**config.mk**
```make
export PLATFORM = sky130hd
export DESIGN_NAME = ixc_bp_wait_ctrl
export DESIGN_NICKNAME = d
export VERILOG_FILES = /design/src/rtl/ixc_bp_pkg.sv /design/src/rtl/ixc_bp_snap_reg.sv /design/src/rtl/ixc_bp_wait_ctrl.sv
export SDC_FILE = /design/constraint.sdc
export NUM_CORES = 1
export LEC_CHECK = 0
export BUFFER_PORTS_ARGS = -buffer_cell sky130_fd_sc_hd__buf_4
export CORE_UTILIZATION = 46
export CTS_BUF_LIST = sky130_fd_sc_hd__clkbuf_16
export DETAILED_ROUTE_END_ITERATION = 8
export MAX_ROUTING_LAYER = met4
export PLACE_DENSITY = 0.74
export SKIP_CTS_REPAIR_TIMING = 1
export SLEW_MARGIN = 0
export SYNTH_ARGS = -nofsm -noshare
export SYNTH_HDL_FRONTEND = slang
export SYNTH_HIERARCHICAL = 1
export SYNTH_SLANG_ARGS = --single-unit
```
**constraint.sdc**
```tcl
create_clock -name fclk -period 2 [get_ports fclk]
set_clock_uncertainty 0.1 [all_clocks]
set_input_delay 0.2 -clock fclk [delete_from_list [all_inputs] [get_ports fclk]]
set_output_delay 0.2 -clock fclk [all_outputs]
set_load 0.02 [all_outputs]
```
**src/rtl/ixc_bp_pkg.sv**
```systemverilog
// Shared types and helpers for the breakpoint-wait controller.
package ixc_bp_pkg;

   typedef enum logic [2:0] {
      IDLE    = 3'd0,
      SETTLE  = 3'd1,
      REQ     = 3'd2,
      RELEASE = 3'd3,
      REARM   = 3'd4
   } bp_state_e;

   // Width of a counter that must reach holdCyc.
   function automatic int unsigned holdCntW(input int unsigned holdCyc);
      return $clog2(holdCyc + 1);
   endfunction

endpackage

```
**src/rtl/ixc_bp_snap_reg.sv**
```systemverilog
// Source snapshot register: load on breakpoint entry, OR-accumulate while settling, hold otherwise.
module ixc_bp_snap_reg #(
   parameter int unsigned W = 8
) (
   input  logic         clk,
   input  logic         rst,
   input  logic         load,
   input  logic         acc,
   input  logic [W-1:0] din,
   output logic [W-1:0] q
);

   always_ff @(posedge clk or posedge rst) begin
      if (rst)       q <= '0;
      else if (load) q <= din;
      else if (acc)  q <= q | din;
   end

endmodule

```
**src/rtl/ixc_bp_wait_ctrl.sv**
```systemverilog
// Breakpoint-wait controller: freezes detector latches on a drOn change, settles,
// handshakes with the host and releases only after the acknowledge.
module ixc_bp_wait_ctrl
   import ixc_bp_pkg::*;
#(
   parameter int unsigned NUM_SRC  = 8,
   parameter int unsigned HOLD_CYC = 2,
   parameter int unsigned CNT_W    = 16
) (
   input  logic               fclk,
   input  logic               rst,
   input  logic [NUM_SRC-1:0] dr_on,
   input  logic               bp_enable,
   output logic               bp_wait,
   output logic               host_req,
   input  logic               host_ack,
   output logic [NUM_SRC-1:0] src_snapshot,
   output logic [CNT_W-1:0]   bp_count
);

   localparam int unsigned HOLD_W = holdCntW(HOLD_CYC);

   bp_state_e         state, stateNext;
   logic [HOLD_W-1:0] holdCnt, holdCntNext;
   logic [CNT_W-1:0]  countNext;
   logic              bpWaitNext, hostReqNext;
   logic              snapLoad, snapAcc;

   // Next-state, hold counter, event counter and registered-output decode.
   always_comb begin
      stateNext   = state;
      holdCntNext = holdCnt;
      countNext   = bp_count;
      snapLoad    = 1'b0;
      snapAcc     = 1'b0;
      case (state)
         IDLE: begin
            if (bp_enable && (|dr_on)) begin
               stateNext   = SETTLE;
               holdCntNext = '0;
               snapLoad    = 1'b1;
               if (bp_count != '1) countNext = bp_count + CNT_W'(1);
            end
         end
         SETTLE: begin
            snapAcc = 1'b1;
            if (holdCnt == HOLD_W'(HOLD_CYC - 1)) begin
               stateNext   = REQ;
               holdCntNext = '0;
            end else begin
               holdCntNext = holdCnt + HOLD_W'(1);
            end
         end
         REQ:     if (host_ack) stateNext = RELEASE;
         RELEASE: stateNext = REARM;
         // Wait for the host to drop its ack so one ack cannot span two breakpoints.
         REARM:   if (!host_ack) stateNext = IDLE;
         default: stateNext = IDLE;
      endcase
      bpWaitNext  = (stateNext == SETTLE) || (stateNext == REQ);
      hostReqNext = (stateNext == REQ);
   end

   always_ff @(posedge fclk or posedge rst) begin
      if (rst) begin
         state    <= IDLE;
         holdCnt  <= '0;
         bp_count <= '0;
         bp_wait  <= 1'b0;
         host_req <= 1'b0;
      end else begin
         state    <= stateNext;
         holdCnt  <= holdCntNext;
         bp_count <= countNext;
         bp_wait  <= bpWaitNext;
         host_req <= hostReqNext;
      end
   end

   ixc_bp_snap_reg #(.W(NUM_SRC)) u_snap (
      .clk  (fclk),
      .rst  (rst),
      .load (snapLoad),
      .acc  (snapAcc),
      .din  (dr_on),
      .q    (src_snapshot)
   );

endmodule
```
; ---- Yosys cells after proc, flatten, opt, wreduce, memory -nomap -nowiden
; Index checks and enable logic that the tools add are counted.
[op_classes]
mux = 13
div_mod_pow = 0
n_eq_ne = 9
bitwise_logic = 1
add_sub_neg = 2
mul = 0
reduce_logical = 8
magnitude_cmp = 0
shift = 0
[ops]
columns = cell, n
row1 = "adder 16 x 1 -> 16 bit, second input constant", 1
row2 = two-way mux 8 bit, 2
row3 = "!= test 16 bit, second input constant", 1
row4 = case mux 3 bit (5 select lines), 1
row5 = two-way mux 3 bit, 4
row6 = "== test 3 x 2 -> 1 bit, second input constant", 3
row7 = bitwise OR 8 bit, 1
row8 = OR reduction 8 bit, 1
row9 = "== test 3 x 1 -> 1 bit, second input constant", 2
row10 = two-way mux 2 bit, 2
row11 = case mux 2 bit (2 select lines), 1
row12 = nonzero test 2 bit, 2
row13 = "== test 3 bit, second input constant", 1
row14 = logical NOT 3 bit, 1
row15 = two-way mux 1 bit, 3
row16 = AND reduction 3 bit, 1
row17 = "adder 2 x 1 -> 2 bit, second input constant", 1
row18 = "== test 2 x 1 -> 1 bit, second input constant", 1
row19 = "!= test 2 bit, second input constant", 1
row20 = AND reduction 2 bit, 1
row21 = logical AND 1 bit, 1
row22 = logical OR 1 bit, 1
[word_totals]
latchBits = 0
rom_bits = 0
mem_bits_rw = 0
register_bits = 31
inputBits = 12
mem_count = 0

; ---- Logic depth before layout (Yosys ltp)
; Gate-level depths: netlist of run 1.
[depth]
word_depth = 6
depth_mapped = 7

; ---- Cells and area by module
; The synthesis of run 1 kept the hierarchy.
[by_module_without_submodules]
columns = mod, seq_area_each_um2, cells_each, n_inst, area_each_um2
row1 = ixc_bp_wait_ctrl, 575.6, 101, 1, 1114.8
row2 = ixc_bp_snap_reg, 200.2, 20, 1, 295.3

; ---- Worst setup path after synthesis of run 1
; OpenSTA, ideal clock, no wires.
[synth_timing]
kind = flip-flop to flip-flop
startpoint = reg bp_count[7]
endpoint = reg bp_count[5]
setup_time_ns = 0.130
path_slack_ns = 0.024
synth_period_minus_slack_ns = 1.976
t_arrival_ns = 1.746
path_stages_with_launch = 7
n_path_buf = 1
cell_sequence = dfrtp_1 and3_4 and3_4 buf_6 a41o_4 or3_4 xnor2_2
[synth_between]
elab_chain_len = 2
[synth_rtl]
columns = element, line_no
row1 = "start, declared", ixc_bp_wait_ctrl.sv:18  ; output logic [CNT_W-1:0] bp_count
row2 = "start signal, assigned", ixc_bp_wait_ctrl.sv:74  ; bp_count <= countNext;
row3 = != test 16 bit, ixc_bp_wait_ctrl.sv:42  ; if (bp_count != '1) countNext = bp_count + CNT_W'(1);
row4 = AND reduction 3 bit (no source line), -
; Every way passes these cells.
; A chain may end at the register's enable or synchronous reset.

; ---- Worst setup path after layout of run 1
[layout_timing]
startpoint = reg state[2]
endpoint = reg bp_count[5]
[layout_between]
elab_chain_len = 2
[layout_rtl]
columns = element, line_no
row1 = "start, declared", ixc_bp_wait_ctrl.sv:23  ; bp_state_e state, stateNext;
row2 = "start signal, assigned", ixc_bp_wait_ctrl.sv:72  ; state <= stateNext;
row3 = logical NOT 3 bit, ixc_bp_wait_ctrl.sv:36  ; case (state)
row4 = AND reduction 3 bit (no source line), -
; Every way passes these cells.

==> flow_summary.toml, run 1 <==
[drt]
drtPass1Iterations = 6
wl_per_cell_um = 14.2
final_antenna_net_count = 0
via_count = 1129
vias_per_cell = 5.48
drt_iter0_drc = 38
drcViolationCount = 1
routed_wl_um = 2920

[sta]
finalSetupViolCount = 0
fin_tns_setup_ps = 0
tightestPinTransition_ps = 407
timing.hold.ws_ps = 47.9
relSlewSlack_pct = 72.8
max_clock_freq_ghz = 0.523
slew_viol_final = 0
hold_violations = 0
period_minus_slack_ps = 1910
rsz0062_at_grt = "no"
period_share_pct = 95.6

[power_and_ir_drop]
powerDensity_mw_per_mm2 = 1460
power.total_w = 0.00281
vdd_drop_max_uv = 901
p_leak_nw = 0.945

[logic_synthesis]
synthFlopType = "dfrtp_1"
synth.cell_area_mm2 = 0.00141
yosysSeqAreaShare_pct = 55.0
yosys_warnings = 6
synth_most_common_cell = "dfrtp_1"
syn_inst = 121
synth_edf_count = 0
synthTopCellsByArea = "dfrtp_1, xnor2_1, a22o_1"
async_flop_share_pct = 100
synth.distinct_cells = 30
syn_area_per_cell_um2 = 11.7
synthTopCellsByCount = "dfrtp_1, xnor2_1, nand2_1"
synth.largest_area_cell = "dfrtp_1"
ys_ff_latch = 31
synth.top_cell.area_share_pct = 55.0
synthesis.nets = 134

[floorplanning]
floorplan.die.width_um = 57.4
dieHeight_um = 57.4
core.rowCount = 19
start_util_pct = 49.8
core_mm2 = 0.00283
io_pins = 38
floorplan.die_area_mm2 = 0.00329

[min_path]
whs_path_depth = 2
hold_end = "u_snap/q[7]"
min_from = "dr_on[7]"
hold_path_class = "in -> reg"

[finish]
antenna_cells = 0
syn_to_final_growth_pct = 36.7
finish.instance_area_mm2 = 0.00193
fillers = 222
nets = 187
drive_gt1_share_pct = 36.0

[setup_path]
r2r-start = "state[2]"
crit_required_ps = 2050
r2r-end = "bp_count[5]"
arrival_ps = 1960
cp-end-kind = "flip-flop"
r2r_setup_slack_ps = 90
cp_max_fo = 6
cp-start-kind = "flip-flop"
worst_r2r_path_depth = 6
worst-setup-path-type = "reg -> reg"

[cts]
clk_pin_slew_ps = 50
numCtsBuffers = 5
cts_max_level = 2
tritoncts = "yes"
cts_root_buf = "clkbuf_16"
clock_sinks = 31
clk_latency_ps = 270
clk_path_buf_depth = 2

[global_route]
grt_pass1_wl_um = 4950
grt_overflow = 0
track_usage_pct = 20.6
grt_pass1_vias = 1151
grt_max_degree = 24
antenna_found_initial = 0

[run]
cap_viol_max_count = 0

[status]
violations = "design-rule violations"
status = "finished with violations"

[place]
place_area_mm2 = 0.00178
io_buffers = 37
place_congestion = 0.803
dpl.hpwl_um = 2120
-- layout by cell type (no fill, tap or decap), types with 2 or more instances in the layout --
cell type	n
a21oi_1	2
a22o_1	8
and3_1	2
and3_4	2
buf_4	48
clkbuf_16	5
dfrtp_1	31
inv_1	8
nand2_1	11
nand2b_1	2
nand3_1	4
nand4_1	7
nor2_1	7
nor2b_1	3
o21ai_0	3
or4_1	2
xnor2_1	12
xor2_1	2
-- worst max-delay path, stage by stage (launching register included) --
cell	delay (ps)
dfrtp_1	400
nor3_2	230
o211ai_2	130
buf_4	160
a41o_4	260
or3_4	380
xnor2_2	130
-- registers in the layout, indices dropped and copies added, names as in the netlist --
name / cells
holdCnt: 2
u_snap/q: 8
bp_wait: 1
bp_count: 16
state: 3
host_req: 1
-- power breakdown --
part | switching (W) | leakage [nW] | internal, W
registers | 0.000141 | 0.392 | 0.000829
clock network | 0.000241 | 0.0762 | 0.000447
logic | 0.000602 | 0.477 | 0.000550
total | 0.000983 | 0.945 | 0.00183
-- logic make-up (layout without fill, tap and decap cells) --
kind of cell | Yosys count | in the layout | share of synthesized area (%)
DFF | 31 | 31 | 55.0
adders and majority gates | 1 | 1 | 0.887
buffers and inverters | 9 | 63 | 3.99
and+or+nand+nor | 46 | 46 | 18.0
AOI/OAI and AO/OA | 18 | 18 | 11.4
muxes | 1 | 1 | 0.799
xor gates and xnor gates | 15 | 15 | 9.85
-- final cells by class --
cell class              instances  area (um^2)  area share [%]
clock buffers                   5          125            6.49
clock inverters                 3         12.5           0.649
inverters                       6         22.5            1.17
multi-input cells              81          583            30.2
flip-flops and latches         31          776            40.2
well taps                      31         38.8            2.01
repair buffers                 49          370            19.2
-- metal layers --
layer | vias up | GRT usage (%) | share of wire, %
met1 | 563 | 22.2 | 41
li1 | 527 | - | -
met5 | - | - | 0
met3 | 9 | 7.03 | 5.0
met4 | 0 | 8.36 | 2.6
met2 | 30 | 34.6 | 51
-- metrics by stage --
step,instances,utilization [%],setup WS [ps]
after floorplan,121,-,24.1
after global placement,197,62.8,55.0
after detailed placement,197,62.8,38.5
after CTS,205,67.6,107
after global routing,206,68.2,27.5
final,206,68.2,87.7
-- worst max path at each step --
stage | startpoint | endpoint | slack (ps) | depth (start not counted)
3_5_place_dp | dr_on[5] | u_snap/q[4] | 40 | 6
3_3_place_gp | dr_on[5] | u_snap/q[1] | 60 | 6
2_1_floorplan | bp_count[7] | bp_count[5] | 20 | 6
5_1_grt | bp_count[0] | bp_count[12] | 30 | 7
6_report | state[2] | bp_count[5] | 90 | 6
4_1_cts | state[2] | bp_count[5] | 110 | 6
Note: power is estimated with default switching activity, not from simulation.
==> run 2, diff against run 1 <==
- CAP_MARGIN: unset -> 0
- GPL_ROUTABILITY_DRIVEN: unset -> 0
- REMOVE_ABC_BUFFERS: unset -> 1
==> run 2 against run 1 <==
Net effect:
- the run still ends with design-rule violations left
- non-clock buffer count down 1
- worst hold slack better by 4.4 ps
- clock-buffer cell count unchanged
- flip-flop and latch count is the same
- worst setup slack lost 32 ps
- cell area is 0.45% lower
- sequential power down 0.5%
- critical path type unchanged
- critical endpoint unchanged
- largest cell class unchanged
- largest power group unchanged
- highest routed layer unchanged
==> flow_summary.toml, run 2 (synthesized netlist as in run 1, its figures left out) <==
[cts]
cts_root_buf = "clkbuf_16"
clk_path_buf_depth = 2
clk_pin_slew_ps = 50
numCtsBuffers = 5
clock_sinks = 31
cts_max_level = 2
tritoncts = "yes"
clk_latency_ps = 270

[finish]
fin_util_pct = 67.8
top_regs = "bp_count (16), u_snap/q (8), state (3)"
top_register = "bp_count"
drive_gt1_share_pct = 35.1
antenna_cells = 0
syn_to_final_growth_pct = 36.1
finish.instance_area_mm2 = 0.00192
nets = 186
layout_common_cells = "buf_4, dfrtp_1, xnor2_1"
largest_reg_flops = 16
mostFrequentLayoutCell = "buf_4"

[floorplanning]
dieHeight_um = 57.4
io_pins = 38
floorplan.die.width_um = 57.4
start_util_pct = 49.8
core_mm2 = 0.00283
floorplan.die_area_mm2 = 0.00329
core.rowCount = 19

[global_route]
busiest_layer = "met2"
antenna_found_initial = 0
grt_overflow = 0
met2_usage_pct = 33.7
grt_max_degree = 24
grt_pass1_vias = 1090
use_met1_pct = 25.3
grt_pass1_wl_um = 4990
track_usage_pct = 21.2
use_met3_pct = 4.76

[place]
place_area_mm2 = 0.00177
io_buffers = 37
dpl.hpwl_um = 2160

[setup_path]
r2r-start = "state[2]"
cpMaxStageDelayCell = "dfrtp_1"
arrival_ps = 2000
cp-end-kind = "flip-flop"
crit_family = "simple AND/OR/NAND/NOR gates"
cp.buffers_inverters = 1
worst-setup-path-type = "reg -> reg"
path_cells = "nor3_2, o211ai_2, buf_4, a41o_4, or3_4, xnor2_2"
cp_max_fo = 6
crit_required_ps = 2060
worstSetupStartpoint = "state[2]"
cpPeakStageDelay_ps = 380
cp-start-kind = "flip-flop"

[sta]
period_share_pct = 97.2
period_minus_slack_ps = 1940
tightestPinTransition_ps = 427
max_clock_freq_ghz = 0.514
relSlewSlack_pct = 71.5
hold_violations = 0
slew_viol_final = 0
finalSetupViolCount = 0
timing.hold.ws_ps = 52.3
rsz0062_at_grt = "no"

[drt]
final_antenna_net_count = 0
routed_wl_um = 2930
wl_per_cell_um = 14.3
drcViolationCount = 6
vias_per_cell = 5.37
drtPass1Iterations = 6
via_count = 1100
drt_iter0_drc = 33

[run]
cap_viol_max_count = 0

[power_and_ir_drop]
p_leak_nw = 0.933
powerDensity_mw_per_mm2 = 1460
vdd_drop_max_uv = 776
power.total_w = 0.00281

[status]
status = "finished with violations"
violations = "design-rule violations"

[min_path]
hold_path_class = "in -> reg"
min_from = "dr_on[1]"
run 2: changes by cell type in the layout (fill, tap and decap cells not counted):
cell,delta
clkinv_1,+2
inv_1,-1
buf_4,-1
clkinv_2,-1
run 2: power breakdown:
group / leakage (nW) / switching (W) / internal [W]
logic: 0.471 / 0.000604 / 0.000547
registers: 0.392 / 0.000136 / 0.000828
clock network: 0.0701 / 0.000247 / 0.000446
total: 0.933 / 0.000987 / 0.00182
run 2: cell type report:
cell class	count	area [um^2]
Fill cell	220	910
Clock inverter	3	11.3
Timing Repair Buffer	48	363
Tap cell	31	38.8
Inverter	6	22.5
Clock buffer	5	125
Multi-Input combinational cell	81	583
Sequential cell	31	776
run 2: stage by stage:
stage	TNS, ps	instances	setup slack, ps
global placement	-50.0	196	-8.43
floorplan	0	118	67.2
detailed placement	-555	196	-83.5
CTS	-20.7	204	-20.7
global route	0	205	12.7
finish	0	205	56.0
run 2: path summary, 6_finish.rpt:
kind                                 to  depth (start not counted)  slack (ps)
min                         u_snap/q[1]                          2          50
max                         bp_count[5]                          6          60
min reg2reg                bp_count[13]                          1         400
min in group asynchronous   u_snap/q[5]                          3         340
max reg2reg                 bp_count[5]                          6          60
max in group asynchronous   bp_count[8]                          4        1130
run 2: metal layers:
metal  vias to the layer above  part of all wire (%)
li1                        528                     -
met1                       538                    43
met2                        27                    50
met3                         7                   4.2
met4                         0                   2.1
met5                         -                     0
